File: src/rtl/axis_pkt_shaper.sv
// axis_pkt_shaper: store-and-forward AXI-Stream packet buffer that releases whole packets
// and limits packets outstanding downstream using returned credits.
module axis_pkt_shaper #(
  parameter int DATA_WIDTH = 32,
  parameter int DEPTH      = 64,
  parameter int MAX_PKTS   = 16
) (
  input  logic                  clk,
  input  logic                  rst,
  input  logic [DATA_WIDTH-1:0] s_tdata,
  input  logic                  s_tvalid,
  output logic                  s_tready,
  input  logic                  s_tlast,
  output logic [DATA_WIDTH-1:0] m_tdata,
  output logic                  m_tvalid,
  input  logic                  m_tready,
  output logic                  m_tlast,
  input  logic                  pkt_credit_ret,
  output logic [7:0]            pkts_outstanding,
  output logic                  credit_err
);
  localparam int AW = $clog2(DEPTH);
  localparam logic [AW:0] FULL = (AW+1)'(DEPTH);
  localparam logic [7:0] MAXP = 8'(MAX_PKTS);
  typedef enum logic {IDLE, SEND} state_t;
  state_t state;
  logic [DATA_WIDTH:0] mem [DEPTH];
  logic [AW-1:0] wr_ptr, rd_ptr;
  logic [AW:0] occ, complete_pkts;
  logic jumbo, jumbo_in_pending;
  logic s_hs, m_hs, m_eop, inc, dec, ret_ok, can_send, go_jumbo;
  assign s_tready = !rst && occ != FULL;
  assign m_tvalid = !rst && state == SEND && occ != '0;
  assign m_tdata  = rst ? '0 : mem[rd_ptr][DATA_WIDTH-1:0];
  assign m_tlast  = !rst && mem[rd_ptr][DATA_WIDTH];
  assign s_hs     = s_tvalid && s_tready;
  assign m_hs     = m_tvalid && m_tready;
  assign m_eop    = m_hs && m_tlast;
  assign inc      = s_hs && s_tlast && !jumbo_in_pending;
  assign dec      = m_eop && !jumbo;
  assign ret_ok   = pkt_credit_ret && pkts_outstanding != 8'd0;
  // A full buffer with no complete packet can only hold a packet longer than DEPTH: cut it through.
  assign can_send = pkts_outstanding < MAXP && (complete_pkts != '0 || occ == FULL);
  assign go_jumbo = state == IDLE && can_send && complete_pkts == '0;
  always_ff @(posedge clk)
    if (s_hs) mem[wr_ptr] <= {s_tlast, s_tdata};
  always_ff @(posedge clk or posedge rst)
    if (rst) begin
      wr_ptr           <= '0;
      rd_ptr           <= '0;
      occ              <= '0;
      complete_pkts    <= '0;
      pkts_outstanding <= 8'd0;
      credit_err       <= 1'b0;
    end else begin
      if (s_hs) wr_ptr <= wr_ptr + 1'b1;
      if (m_hs) rd_ptr <= rd_ptr + 1'b1;
      occ              <= occ + (AW+1)'(s_hs) - (AW+1)'(m_hs);
      complete_pkts    <= complete_pkts + (AW+1)'(inc) - (AW+1)'(dec);
      pkts_outstanding <= pkts_outstanding + 8'(m_eop) - 8'(ret_ok);
      if (pkt_credit_ret && pkts_outstanding == 8'd0) credit_err <= 1'b1;
    end
  always_ff @(posedge clk or posedge rst)
    if (rst) begin
      state            <= IDLE;
      jumbo            <= 1'b0;
      jumbo_in_pending <= 1'b0;
    end else begin
      if (state == IDLE && can_send) begin
        state <= SEND;
        jumbo <= complete_pkts == '0;
      end else if (state == SEND && m_eop) begin
        state <= IDLE;
        jumbo <= 1'b0;
      end
      jumbo_in_pending <= go_jumbo ? 1'b1 : (s_hs && s_tlast) ? 1'b0 : jumbo_in_pending;
    end
endmodule

File: config.mk
export PLATFORM = sky130hd
export DESIGN_NAME = axis_pkt_shaper
export DESIGN_NICKNAME = d
export VERILOG_FILES = /design/src/rtl/axis_pkt_shaper.sv
export SDC_FILE = /design/constraint.sdc
export NUM_CORES = 2
export LEC_CHECK = 0
export CAP_MARGIN = 15
export CORE_ASPECT_RATIO = 2
export CORE_MARGIN = 3
export CORE_UTILIZATION = 67
export DETAILED_ROUTE_END_ITERATION = 10
export GPL_ROUTABILITY_DRIVEN = 0
export PLACE_DENSITY = 0.89
export SLEW_MARGIN = 20
export SYNTH_ARGS = -nofsm -noshare
export SYNTH_HDL_FRONTEND = slang
export SYNTH_SLANG_ARGS = --single-unit
File: constraint.sdc
create_clock -name clk -period 7.8 [get_ports clk]
set_input_delay 1.56 -clock clk [delete_from_list [all_inputs] [get_ports clk]]
set_output_delay 1.56 -clock clk [all_outputs]
set_load 0.1 [all_outputs]
==> results.md <==
- Maximum VDD drop: 361 µV
- Critical Path Start Type: flip-flop
- Flops & latches, synth: 2150
- Setup tns final: 0 ns
- Status: finished clean
- Core box area: 0.123 mm²
- Fin Hold WS: 0.477 ns
- Crit end category: primary output
- Initial antenna violation count: 14
- Post-route DRC: 0
- Layout cells sized above 1: 29.2%
- Area Growth Syn to Fin: 10.4%
- Rows: 182
- Final period util: 90.0%
- Hold Path Stages: 1
- CTS tree: yes
- CP Data Required Time: 6.24 ns
- Synth area leader: edfxtp_1
- Worst-Margin Slew: 1.27 ns
- Flop-to-flop setup slack: 2.33 ns
- Worst r2r dst: pkts_outstanding[6]$_DFF_PP0_
- First-pass GRT wire length: 346 mm
- Max-cap viol count: 0
- Synth top cells by count: edfxtp_1, mux4_2, mux2i_1
- Placed Area: 0.0860 mm²
- Post-Synthesis Cells: 3498
- Clock Tree Buf Depth: 3
- Syn. warnings: 0
- Adder-Cell Fraction of Synth Area: 0.540%
- Leak: 28.4 nW
- Design Power: 31.8 mW
- Die W: 255 µm
- Cell with the most instances after synthesis: edfxtp_1
- # IOs: 82
- Largest family of logic cells by synthesized area: multiplexers
- Layout Skew: 0.0383 ns
- Vias: 43053
- Num Clock Sinks: 2150
- Vias in the first global route: 43770
- Post-CTS Setup Bufs: 0
- Hold Violations, Final: 0
- EDFF count, synth: 2112
- CTS Buf Count: 168
- FILL cells: 5819
- Setup CP Type: reg -> out
- Post-Place Setup Slack: 1.56 ns
- H-tree depth: 4
- Post-synth ARST share: 1.77%
- Post-cts hold buffer count: 0
- R2R cell count: 17
- Post-synth cell types: 54
- Largest net degree at the start of global routing: 130
- Final WS setup: 0.778 ns
- Nets@finish: 3756
- GRT Util Overall: 40.2%
- Hold Crit Class: reg -> reg
- Sequential-to-total area share from yosys stat: 77.6%
- Slew Limit Fails: 0
- Arrival time at the worst endpoint: 5.46 ns
- Die footprint: 0.128 mm²
- Setup violators final: 0
- Mux cell area share after synthesis: 17.8%
- Top FF cell, synth: edfxtp_1
- Clk root buf: clkbuf_16
- Area taken by multi-input logic gates: 0.0180 mm²
- Clk slew on worst S/H paths: 0.07 ns
- Setup crit start: rd_ptr[1]$_DFFE_PP0P_
- Crit-path max FO: 53
- Compound-Gate Fraction of Synth Area: 1.32%
- Xor-xnor portion of the synthesized cell area: 0.285%
- DRT antenna net count: 0
- First-pass DRT Iterations: 7
- Synth top area cells: edfxtp_1, mux4_2, dfrtp_1
- RR Startpoint: rd_ptr[0]$_DFFE_PP0P_
- Drt total wl: 250 mm
- RSZ-0062 raised after global routing: no
- Final instance area: 0.0916 mm²
- Placed Instances: 5073
- Synth top area share: 76.4%
- Highest clock rate: 142 MHz
- Buffers on Ports: 81
- Cell Count, Final, Fillers Out: 5391
- PD cells: 347 mW/mm²
- Skew-Pair Late Insertion Delay: 0.83 ns
- Die height: 504 µm
- Seq. cell area: 0.0644 mm²
- WL/cell: 46.3 µm
- Worst slew margin: 14.9%
- Post-synthesis average cell area: 23.7 µm²
- Post-Synth Simple-Gate Area: 1.10%
- Mapped cell area: 0.0830 mm²
- CTS resizes: 0
- Iter 0 DRT Violations: 7630
- Final core occ: 74.5%
- Overflow after GRT: 0
- Vias/cell: 7.99
- Detailed Place HPWL: 128 mm
- Synth Net Count: 3570
- Critical path endpoint: m_tdata[13]
- Final worst path period need: 7.02 ns
- Starting density of the core: 67.5%
how the worst min path moves through the flow:
stage | from | endpoint | slack (ns)
after floorplan | jumbo_in_pending$_DFFE_PP0P_ | jumbo_in_pending$_DFFE_PP0P_ | 0.44
after global placement | credit_err$_DFFE_PP0P_ | credit_err$_DFFE_PP0P_ | 0.44
after detailed placement | jumbo_in_pending$_DFFE_PP0P_ | jumbo_in_pending$_DFFE_PP0P_ | 0.46
after CTS | jumbo_in_pending$_DFFE_PP0P_ | jumbo_in_pending$_DFFE_PP0P_ | 0.48
after global routing | jumbo_in_pending$_DFFE_PP0P_ | jumbo_in_pending$_DFFE_PP0P_ | 0.51
final | jumbo_in_pending$_DFFE_PP0P_ | jumbo_in_pending$_DFFE_PP0P_ | 0.48
kinds of logic after synthesis:
kind of cell / count (synthesis)
flops: 2150
mux: 709
buf+inv: 224
simple gates: 188
compound gates: 166
fa+ha+maj: 34
xor+xnor: 27
layer usage:
| layer | track usage, % | vias to the layer above | share of wire (%) |
|---|---|---|---|
| met2 | 62.2 | 4835 | 48 |
| met5 | 0 | - | 0.029 |
| met1 | 48.2 | 21583 | 28 |
| li1 | - | 15283 | - |
| met3 | 11.1 | 1340 | 14 |
| met4 | 31.7 | 12 | 10 |
report_power, final:
part           switching [mW]  internal (mW)  total (mW)
logic                    5.57           4.09        9.66
clock network            4.20           4.57        8.77
registers               0.439           13.0        13.4
state kept, by name (all words and copies together), names as in the netlist:
signal and cells:
credit_err 1, jumbo 1, mem 2112, occ 7, pkts_outstanding 8, state 1, jumbo_in_pending 1, wr_ptr 6
complete_pkts 7, rd_ptr 6
layout make-up:
type	count	area share [%]
diodes	11	0.0300
clock buffers	206	4.88
clock inverters	96	0.970
inverters	39	0.160
multi-input cells	1124	19.6
flip-flops and latches	2150	70.3
well taps	1564	2.14
repair buffers	201	1.89
critical path: stages, from the launching register on:
cell and delay, ns:
dfrtp_4 1.13, buf_4 0.62, buf_4 0.78, mux4_2 0.48, mux4_2 0.54, mux2i_1 0.52, o22ai_1 0.19, buf_4 0.30
layout by cell type, fill, tap and decap left out, types with 37 or more instances in the layout:
cell          n
edfxtp_1   2112
mux4_2      616
clkbuf_16   173
buf_4       152
mux2i_1      90
nor2_4       64
a211oi_1     46
a21oi_1      46
inv_1        37
Power figures use the tool's default switching activity.
